`src/rtl/tiny16_pkg.sv`:
```
// tiny16 loader shared definitions: state encoding, sync byte, word width.
// TINY16_LOADER_CHECKSUM_EN adds the trailing checksum state.
package tiny16_pkg;

   localparam int         WORD_W      = 16;
   localparam logic [7:0] LOADER_SYNC = 8'h55;

   typedef enum logic [2:0] {
      ST_IDLE,
      ST_LEN_HI,
      ST_LEN_LO,
      ST_DATA_HI,
      ST_DATA_LO,
`ifdef TINY16_LOADER_CHECKSUM_EN
      ST_CHK,
`endif
      ST_DONE,
      ST_ERROR
   } loader_state_t;

endpackage

```
`src/rtl/tiny16_loader_timeout.sv`:
```
// Inter-byte watchdog: reloads on every received byte, counts idle cycles
// while enabled, flags the cycle in which the idle budget is used up.
// CYCLES == 0 ties the flag off.
module tiny16_loader_timeout #(
   parameter int unsigned CYCLES = 1000000
) (
   input  logic i_clk,
   input  logic i_rst,
   input  logic i_en,
   input  logic i_kick,
   output logic o_expired
);

   generate
      if (CYCLES == 0) begin : g_off
         logic w_unused;
         assign w_unused  = &{1'b0, i_clk, i_rst, i_en, i_kick};
         assign o_expired = 1'b0;
      end else begin : g_on
         localparam int CW = (CYCLES > 1) ? $clog2(CYCLES) : 1;
         localparam logic [CW-1:0] RELOAD = CW'(CYCLES - 1);
         logic [CW-1:0] r_cnt;

         // Reload on a byte, otherwise count down idle cycles while armed
         always_ff @(posedge i_clk) begin
            if (i_rst)
               r_cnt <= '0;
            else if (i_kick)
               r_cnt <= RELOAD;
            else if (i_en && (r_cnt != '0))
               r_cnt <= r_cnt - CW'(1);
         end

         // Expired on the CYCLES-th consecutive idle cycle
         assign o_expired = i_en && !i_kick && (r_cnt == '0);
      end
   endgenerate

endmodule

```
`src/rtl/tiny16_loader.sv`:
```
// Serial boot loader for tiny16: sync 0x55, 16-bit word count, N words
// (high byte first), written to program memory from BASE_ADDR. Holds the
// core in reset until the image is complete.
// TINY16_LOADER_CHECKSUM_EN: require a trailing 8-bit sum of the data bytes.
module tiny16_loader
   import tiny16_pkg::*;
#(
   parameter int unsigned          ADDR_W         = 16,
   parameter logic [ADDR_W-1:0]    BASE_ADDR      = '0,
   parameter int unsigned          MEM_DEPTH      = 256,
   parameter int unsigned          TIMEOUT_CYCLES = 1000000
) (
   input  logic                i_clk,
   input  logic                i_rst,
   input  logic                i_rx_valid,
   input  logic [7:0]          i_rx_data,
   output logic                o_mem_we,
   output logic [ADDR_W-1:0]   o_mem_addr,
   output logic [WORD_W-1:0]   o_mem_data,
   output logic                o_cpu_rst,
   output logic                o_done,
   output logic                o_err
);

   localparam logic [16:0] DEPTH17 = 17'(MEM_DEPTH);
`ifdef TINY16_LOADER_CHECKSUM_EN
   localparam loader_state_t ST_END = ST_CHK;
`else
   localparam loader_state_t ST_END = ST_DONE;
`endif

   loader_state_t      r_state, w_next;
   logic [7:0]         r_len_hi, r_hi;
   logic [15:0]        r_len, r_idx, w_len;
   logic               w_we, w_sync, w_last, w_to_en, w_to_exp;
   logic               r_mem_we, r_cpu_rst, r_done, r_err;
   logic [ADDR_W-1:0]  r_mem_addr;
   logic [WORD_W-1:0]  r_mem_data;
`ifdef TINY16_LOADER_CHECKSUM_EN
   logic [7:0]         r_sum;
`endif

   assign w_to_en = !(r_state inside {ST_IDLE, ST_DONE, ST_ERROR});

   tiny16_loader_timeout #(.CYCLES(TIMEOUT_CYCLES)) u_timeout (
      .i_clk     (i_clk),
      .i_rst     (i_rst),
      .i_en      (w_to_en),
      .i_kick    (i_rx_valid),
      .o_expired (w_to_exp)
   );

   // Next state and per-byte control
   always_comb begin
      w_next = r_state;
      w_we   = 1'b0;
      w_sync = 1'b0;
      w_len  = {r_len_hi, i_rx_data};
      w_last = (r_idx == r_len - 16'd1);
      case (r_state)
         ST_IDLE:
            if (i_rx_valid && i_rx_data == LOADER_SYNC) begin
               w_next = ST_LEN_HI;
               w_sync = 1'b1;
            end
         ST_LEN_HI:
            if (i_rx_valid) w_next = ST_LEN_LO;
         ST_LEN_LO:
            if (i_rx_valid) begin
               if ({1'b0, w_len} > DEPTH17) w_next = ST_ERROR;
               else if (w_len == 16'd0)     w_next = ST_END;
               else                         w_next = ST_DATA_HI;
            end
         ST_DATA_HI:
            if (i_rx_valid) w_next = ST_DATA_LO;
         ST_DATA_LO:
            if (i_rx_valid) begin
               w_we   = 1'b1;
               w_next = w_last ? ST_END : ST_DATA_HI;
            end
`ifdef TINY16_LOADER_CHECKSUM_EN
         ST_CHK:
            if (i_rx_valid) w_next = (i_rx_data == r_sum) ? ST_DONE : ST_ERROR;
`endif
         ST_DONE:
            w_next = ST_DONE;
         ST_ERROR:
            if (i_rx_valid && i_rx_data == LOADER_SYNC) begin
               w_next = ST_LEN_HI;
               w_sync = 1'b1;
            end
         default:
            w_next = ST_IDLE;
      endcase
      if (w_to_exp) w_next = ST_ERROR;
   end

   // State, frame datapath and registered outputs
   always_ff @(posedge i_clk) begin
      if (i_rst) begin
         r_state    <= ST_IDLE;
         r_len_hi   <= '0;
         r_len      <= '0;
         r_hi       <= '0;
         r_idx      <= '0;
         r_mem_we   <= 1'b0;
         r_mem_addr <= BASE_ADDR;
         r_mem_data <= '0;
         r_cpu_rst  <= 1'b1;
         r_done     <= 1'b0;
         r_err      <= 1'b0;
`ifdef TINY16_LOADER_CHECKSUM_EN
         r_sum      <= '0;
`endif
      end else begin
         r_state  <= w_next;
         r_mem_we <= w_we;
         if (w_we) begin
            r_mem_addr <= BASE_ADDR + ADDR_W'(r_idx);
            r_mem_data <= {r_hi, i_rx_data};
         end
         if (w_sync)    r_idx <= '0;
         else if (w_we) r_idx <= r_idx + 16'd1;
         if (i_rx_valid && r_state == ST_LEN_HI)  r_len_hi <= i_rx_data;
         if (i_rx_valid && r_state == ST_LEN_LO)  r_len    <= w_len;
         if (i_rx_valid && r_state == ST_DATA_HI) r_hi     <= i_rx_data;
`ifdef TINY16_LOADER_CHECKSUM_EN
         if (w_sync)
            r_sum <= '0;
         else if (i_rx_valid && (r_state == ST_DATA_HI || r_state == ST_DATA_LO))
            r_sum <= r_sum + i_rx_data;
`endif
         r_done    <= (w_next == ST_DONE);
         r_err     <= (w_next == ST_ERROR);
         r_cpu_rst <= (w_next != ST_DONE);
      end
   end

   assign o_mem_we   = r_mem_we;
   assign o_mem_addr = r_mem_addr;
   assign o_mem_data = r_mem_data;
   assign o_cpu_rst  = r_cpu_rst;
   assign o_done     = r_done;
   assign o_err      = r_err;

endmodule

```
`config.mk`:
```
export PLATFORM = sky130hd
export DESIGN_NAME = tiny16_loader
export DESIGN_NICKNAME = d
export VERILOG_FILES = /design/src/rtl/tiny16_pkg.sv /design/src/rtl/tiny16_loader_timeout.sv /design/src/rtl/tiny16_loader.sv
export SDC_FILE = /design/constraint.sdc
export NUM_CORES = 1
export LEC_CHECK = 0
export BUFFER_PORTS_ARGS = -buffer_cell sky130_fd_sc_hd__clkbuf_2
export CORE_UTILIZATION = 29
export DETAILED_ROUTE_END_ITERATION = 12
export GPL_ROUTABILITY_DRIVEN = 0
export PLACE_DENSITY = 0.53
export SLEW_MARGIN = 20
export SYNTH_ARGS = -nofsm -noshare
export SYNTH_HDL_FRONTEND = slang
export SYNTH_SLANG_ARGS = --single-unit
```
`constraint.sdc`:
```
create_clock -name i_clk -period 3.4 [get_ports i_clk]
set_input_delay 0.51 -clock i_clk [delete_from_list [all_inputs] [get_ports i_clk]]
set_output_delay 0.51 -clock i_clk [all_outputs]
set_load 0.05 [all_outputs]
```
==> impl_results.md, run 1 <==
* Num Clock Sinks at 107
* Max Clk Rate at between 300 and 400 MHz
* Layout area overhead at 14.7%
* Crit end category: flip-flop
* Hold Violations, Final at 0
* Min cycle time layout at 2680 ps
* Reg2reg setup slack at 720 ps
* Leak Pwr at a little over 2 nW
* Crit path capture: o_cpu_rst
* Post-route ant nets at 0
* Clock transition at the registers of the reported paths at 70 ps
* Worst r2r dst: o_cpu_rst
* Worst Setup Start Kind: flip-flop
* Pwr dens at 461 nW/um2
* 1st-iter DRT viols at ~230
* Number of global-route vias before repair at roughly 4000
* Synth cell types at 51
* Initial antenna violation count at 0
* CTS H-tree depth at 3
* Worst ir drop on vdd at 0.000239 V
* Setup Total Neg Slack at 0 ps
* Reg2Reg Depth at 9
* FP Rows at 47
* CTS tree: yes
* Slew @ Worst Pin at 991 ps
* Fin. max-slew vios at 0
* Post-DP HPWL at approximately 8600 um
* Ys async rst share at 0%
* Simple-gate portion of the synthesized area at 28.4%
* Post-synth EDFFs at 0
* Drt via density at 4.90
* Largest net degree at the start of global routing at 50
* Worst r2r src: r_len[0]
* Cells after Synth at 613
* Global-route wire length before repair at a little over 20000 um
* Placed cell area at 5300 um2
* Final instance count without filler cells at 866
* Synth area leaders: dfxtp_1 44%, nand2_1 12%, a21oi_1 8.5%, xnor2_1 5.0%, xor2_1 4.5%
* Post-synthesis mux area share at 0.205%
* Worst Setup SP: r_len[0]
* Clk_lat worst skew at 360 ps
* Unrepaired setup endpoints after global routing: false
* Hold Startpoint: r_hi[3]
* Worst rel slew slack at between 30% and 40%
* Via count at between 4000 and 5000
* I/O pins at 47
* Clock root buffer: clkbuf_16
* Largest family of logic cells by synthesized area: simple AND/OR/NAND/NOR gates
* Status: completed
* Final setup viols at 0
* Pre-antenna DRT Iters at 5
* Crit path kind: reg -> reg
* # DRC at 0
* Share of the synthesized area in the top cell type at 44.0%
* Post-Syn Area at 4870 um2
* Share of layout cells above drive strength 1 at 12.2%
* CTS Hold Bufs at 0
* CTS resizes at 0
* Area leader, netlist: dfxtp_1
* Setup bufs post-CTS at 0
* Die footprint at 17300 um2
* Drt total wl at 12100 um
* Maxcap violations at 0
* TritonCTS Buffers at 9
* Final worst clock skew at about 13 ps
* Crit path max fanout at 6
* Post-synth top cells: 152 x nand2_1, 107 x dfxtp_1, 83 x a21oi_1
* Total grt overflow at 0
* Die width at 132 um
* IO buf count at 46
* Yosys reg bits at 107
* Yosys Warn Count at 0
* Synthesized net count at 628
* Synth Flop Type: dfxtp_1
* Placed instance count at 850
* Core ar. at between 15000 and 20000 um2
* Nets at 656
* WP data required at roughly 3600 ps
* Class of the tightest hold or removal check: reg -> reg
* Period Utilization, post-route at 78.8%
* Final Core Density at between 30% and 40%
* Synth Area in XOR/XNOR at 9.53%
* Count leader, synth: nand2_1
* Wirelength per Cell at 14.0 um
* Synth Area in Adders at 1.03%
* Post-synthesis sequential area ratio at a little over two fifths
* Average size of a mapped cell at 7.95 um2
* Global Route Usage Sum at between 10% and 20%
* Worst Path Arrival at between 2000 and 3000 ps
* Compound-Gate Fraction of Synth Area at 13.0%
* Die Ht at 132 um
* Fin area at ~5600 um2
* Inserted Diodes at 0
* Clock Path Buffers at 2
* Starting density of the core at 29.6%
[cell families (layout without fill, tap and decap cells)]
family	Yosys count	in the layout
AOI/OAI and AO/OA	112	112
xor gates and xnor gates	53	53
adders and majority gates	4	4
buffers and inverters	47	80
DFF	107	107
muxes	1	1
and+or+nand+nor	289	289
[how the worst min path moves through the flow]
| stage | to | slack (ps) | cells past startpoint |
|---|---|---|---|
| after floorplan | o_mem_data[10] | 430 | 2 |
| after global placement | o_mem_data[4] | 440 | 2 |
| after detailed placement | o_mem_data[15] | 440 | 2 |
| after CTS | r_len_hi[2] | 460 | 3 |
| after global routing | o_mem_data[5] | 470 | 2 |
| final | o_mem_data[11] | 450 | 2 |
[layout by cell type, fill, tap and decap left out, types with 2 or more instances in the layout]
master / synthesis / routed
a211oi_1: 2 / 2
a21oi_1: 83 / 83
a31oi_1: 3 / 3
and3_1: 6 / 6
and4_1: 2 / 2
buf_4: 0 / 5
clkbuf_16: 0 / 9
clkbuf_2: 0 / 46
dfxtp_1: 107 / 107
ha_1: 4 / 4
inv_1: 12 / 12
inv_6: 0 / 2
inv_8: 0 / 2
nand2_1: 152 / 152
nand2b_1: 5 / 5
nand3_1: 17 / 17
nand4_1: 12 / 12
nand4b_1: 3 / 3
nor2_1: 44 / 44
nor3_1: 13 / 13
nor3b_1: 6 / 6
nor4_1: 10 / 10
nor4_4: 3 / 3
o21ai_0: 7 / 7
o21bai_1: 2 / 2
o22ai_1: 2 / 2
or2_2: 3 / 3
or3_1: 3 / 3
or4_1: 3 / 3
xnor2_1: 28 / 28
xor2_1: 25 / 25
[metrics by stage]
stage                     power (mW)  setup WS [ps]  hold WS, ps
after floorplan                 1.50           1030          432
after global placement          1.55            828          443
after detailed placement        1.56            741          443
after CTS                       2.61            705          456
after global routing            2.69            499          471
final                           2.58            722          454
[routing by layer]
layer | vias up | part of all wire (%) | track usage [%] | routed length (um)
met2 | 68 | 45 | 22.3 | 5430
li1 | 2134 | - | - | -
met3 | 16 | 3.3 | 2.97 | 402
met5 | - | 0 | 0 | 0
met1 | 2024 | 50 | 20.1 | 6070
met4 | 0 | 1.6 | 5.30 | 189
[critical path, cell delays in order, from the launching register on]
cell and delay [ps]:
dfxtp_1 380, inv_1 90, ha_1 230, nor3b_4 310, nand2_1 80, a2111oi_1 430, nand4_1 200, nor4_4 360
a21oi_1 130, or3_1 340
[state kept, by name, indices dropped and copies added, names as in the netlist]
register              count
o_cpu_rst                 1
o_done                    1
o_err                     1
o_mem_addr               16
o_mem_data               16
o_mem_we                  1
r_hi                      8
r_idx                    16
r_len                    16
r_len_hi                  8
r_state                   3
u_timeout.g_on.r_cnt     20
[power breakdown]
group | internal, mW | switching [mW] | total, mW | leakage [nW]
sequential | 1.28 | 0.0304 | 1.31 | 0.867
combinational | 0.0843 | 0.140 | 0.224 | 1.00
clock | 0.534 | 0.511 | 1.04 | 0.147
total | 1.89 | 0.681 | 2.58 | 2.02
[final cells by class]
| class | count | area (um2) |
|---|---|---|
| Clock buffer | 10 | 239 |
| Multi-Input combinational cell | 459 | 2550 |
| Sequential cell | 107 | 2140 |
| Clock inverter | 6 | 53.8 |
| Fill cell | 1741 | 10900 |
| Tap cell | 220 | 275 |
| Timing Repair Buffer | 52 | 288 |
| Inverter | 12 | 45.0 |
Note: power is estimated with default switching activity, not from simulation.
==> run 2: changes to the inputs <==
clock period = 2.5 ns   (was 3.4 ns; I/O delays follow)
==> run 2 against run 1 <==
Net effect:
- first-iteration DRC count rose by 11%
- final area rose by 4.3%
- via count rose by 0.83%
- critical path type unchanged
- critical path depth did not move
- utilization rose by 1.5 points
- largest power group unchanged
- power rose by 37%
==> impl_results.md, run 2 (synthesis gave the netlist of run 1 again) <==
* Min cycle time layout at 2390 ps (-290 ps)
* Drt via density at 4.82 (-1.7%)
* Final setup viols at 0 (unchanged)
* Period Utilization, post-route at 95.5% (+17 points)
* Slack of the critical path at 112 ps (-610 ps)
* Setup Total Neg Slack at 0 ps (unchanged)
* Fill cells at 1754 (+0.75%)
* Crit end category: flip-flop
* Die width at 132 um (unchanged)
* # DRC at 0 (unchanged)
* Commonest non-fill, non-tap cells in the layout: 152 x nand2_1, 105 x dfxtp_1, 82 x a21oi_1
* FP Rows at 47 (unchanged)
* Crit path kind: reg -> reg
* WP data required at 2730 ps (-900 ps)
* Fin area at 5830 um2 (+4.3%)
* Clk_lat worst skew at 360 ps (about the same)
* Reg with most FFs: u_timeout.g_on.r_cnt
* Final Core Density at 35.4% (+1.5 points)
* Pwr dens at 606 nW/um2 (+31%)
* Die footprint at 17300 um2 (unchanged)
* IO buf count at 46 (unchanged)
* Number of flip-flops in the largest register at 20 (unchanged)
* Clock root buffer: clkbuf_16
* Worst rel slew slack at 57.3% (+24 points)
* CTS Hold Bufs at 0 (unchanged)
* Starting density of the core at 29.6% (unchanged)
* Crit path max fanout at 4 (-2)
* Initial antenna violation count at 0 (unchanged)
* Worst Setup Start Kind: flip-flop
* Num Clock Sinks at 107 (unchanged)
* Final worst clock skew at 9.40 ps (-3.32 ps)
* Clock Path Buffers at 2 (unchanged)
* CTS tree: yes
* FF/Latch Area at 2150 um2 (+0.23%)
* Layout area overhead at 19.6%
* Post-DP HPWL at 8630 um (+0.14%)
* Die Ht at 132 um (unchanged)
* I/O pins at 47 (unchanged)
* Placed instance count at 867 (+2.0%)
* Final instance count without filler cells at 888 (+2.5%)
* Fin. max-slew vios at 0 (unchanged)
* Leak Pwr at 2.13 nW (+5.7%)
* 1st-iter DRT viols at 251 (+11%)
* Global Route Usage Sum at 14.5% (-0.074 points)
* Commonest non-fill, non-tap cell in the layout: nand2_1
* Hold WS at 327 ps (-127 ps)
* TritonCTS Buffers at 9 (unchanged)
* Status: completed
* Reg2reg setup slack at 110 ps (-610 ps)
* Drt total wl at 12000 um (-0.42%)
* Largest net degree at the start of global routing at 50 (unchanged)
* Wirelength per Cell at 13.6 um (-2.9%)
* Class of the tightest hold or removal check: in -> reg
* Pre-antenna DRT Iters at 4 (-1)
* Number of global-route vias before repair at 4037 (+2.5%)
* Slew @ Worst Pin at 641 ps (-351 ps)
* Total power at 3.53 mW (+37%)
* Clock transition at the registers of the reported paths at 80 ps (about the same)
* Nets at 678 (+3.4%)
* Core ar. at 16500 um2 (unchanged)
* Share of layout cells above drive strength 1 at 16.8% (+4.5 points)
* Hold Violations, Final at 0 (unchanged)
* Area of the multi-input gates at 2610 um2 (+2.6%)
* Dpl ws at 19.8 ps (-721 ps)
* CTS H-tree depth at 3 (unchanged)
* Post-route ant nets at 0 (unchanged)
* Total grt overflow at 0 (unchanged)
* Worst ir drop on vdd at 0.000293 V (+22%)
* Inserted Diodes at 0 (unchanged)
* Maxcap violations at 0 (unchanged)
* Via count at 4277 (+0.83%)
* Global-route wire length before repair at 20200 um (-0.61%)
* Placed cell area at 5420 um2 (+2.4%)
* Max Clk Rate at 419 MHz (+12%)
* Worst Path Arrival at 2620 ps (-290 ps)
==> run 2: cell types whose count changed in the layout (fill, tap and decap cells not counted), moves of 2 or more <==
cell / previous run / this run
buf_4: 5 / 27
dfxtp_1: 107 / 105
inv_1: 12 / 10
inv_2: 0 / 2
==> run 2: report_power, final <==
group          switching (mW)  internal [mW]
registers              0.0364           1.73
clock network           0.686          0.727
logic                   0.205          0.143
==> run 2: what timing repair did <==
item | CTS | global route
buffers inserted | 3 | 2
pin swaps | 6 | 4
endpoints found under the setup margin | 1 | 4
gates resized for setup | 13 | 3
==> run 2: final cells by class <==
type	instances	area share (%)
flip-flops and latches	107	36.8
clock inverters	6	1.01
clock buffers	10	4.10
inverters	12	0.773
well taps	220	4.72
repair buffers	74	7.77
multi-input cells	459	44.8
==> run 2: worst max-delay path, stage by stage (launching register included) <==
cell	delay (ps)
dfxtp_4	360
inv_2	60
ha_4	120
or3b_4	370
or4_4	500
o32ai_4	120
a31oi_2	80
nor4_4	240
a21oi_2	110
or3_1	300
==> run 2: worst paths after layout <==
kind / from / end / depth (start not counted)
min: i_rx_data[2] / o_mem_data[2] / 3
max reg2reg: r_len[0] / o_cpu_rst / 9
min reg2reg: o_mem_addr[10] / o_mem_addr[10] / 2
max: r_len[0] / o_cpu_rst / 9
==> run 2: layer usage <==
| layer | up-vias | share of wire, % | GRT usage, % |
|---|---|---|---|
| met1 | 2007 | 49 | 19.0 |
| li1 | 2189 | - | - |
| met5 | - | 0 | 0 |
| met3 | 13 | 3.9 | 2.39 |
| met4 | 0 | 1.7 | 6.20 |
| met2 | 68 | 46 | 23.3 |
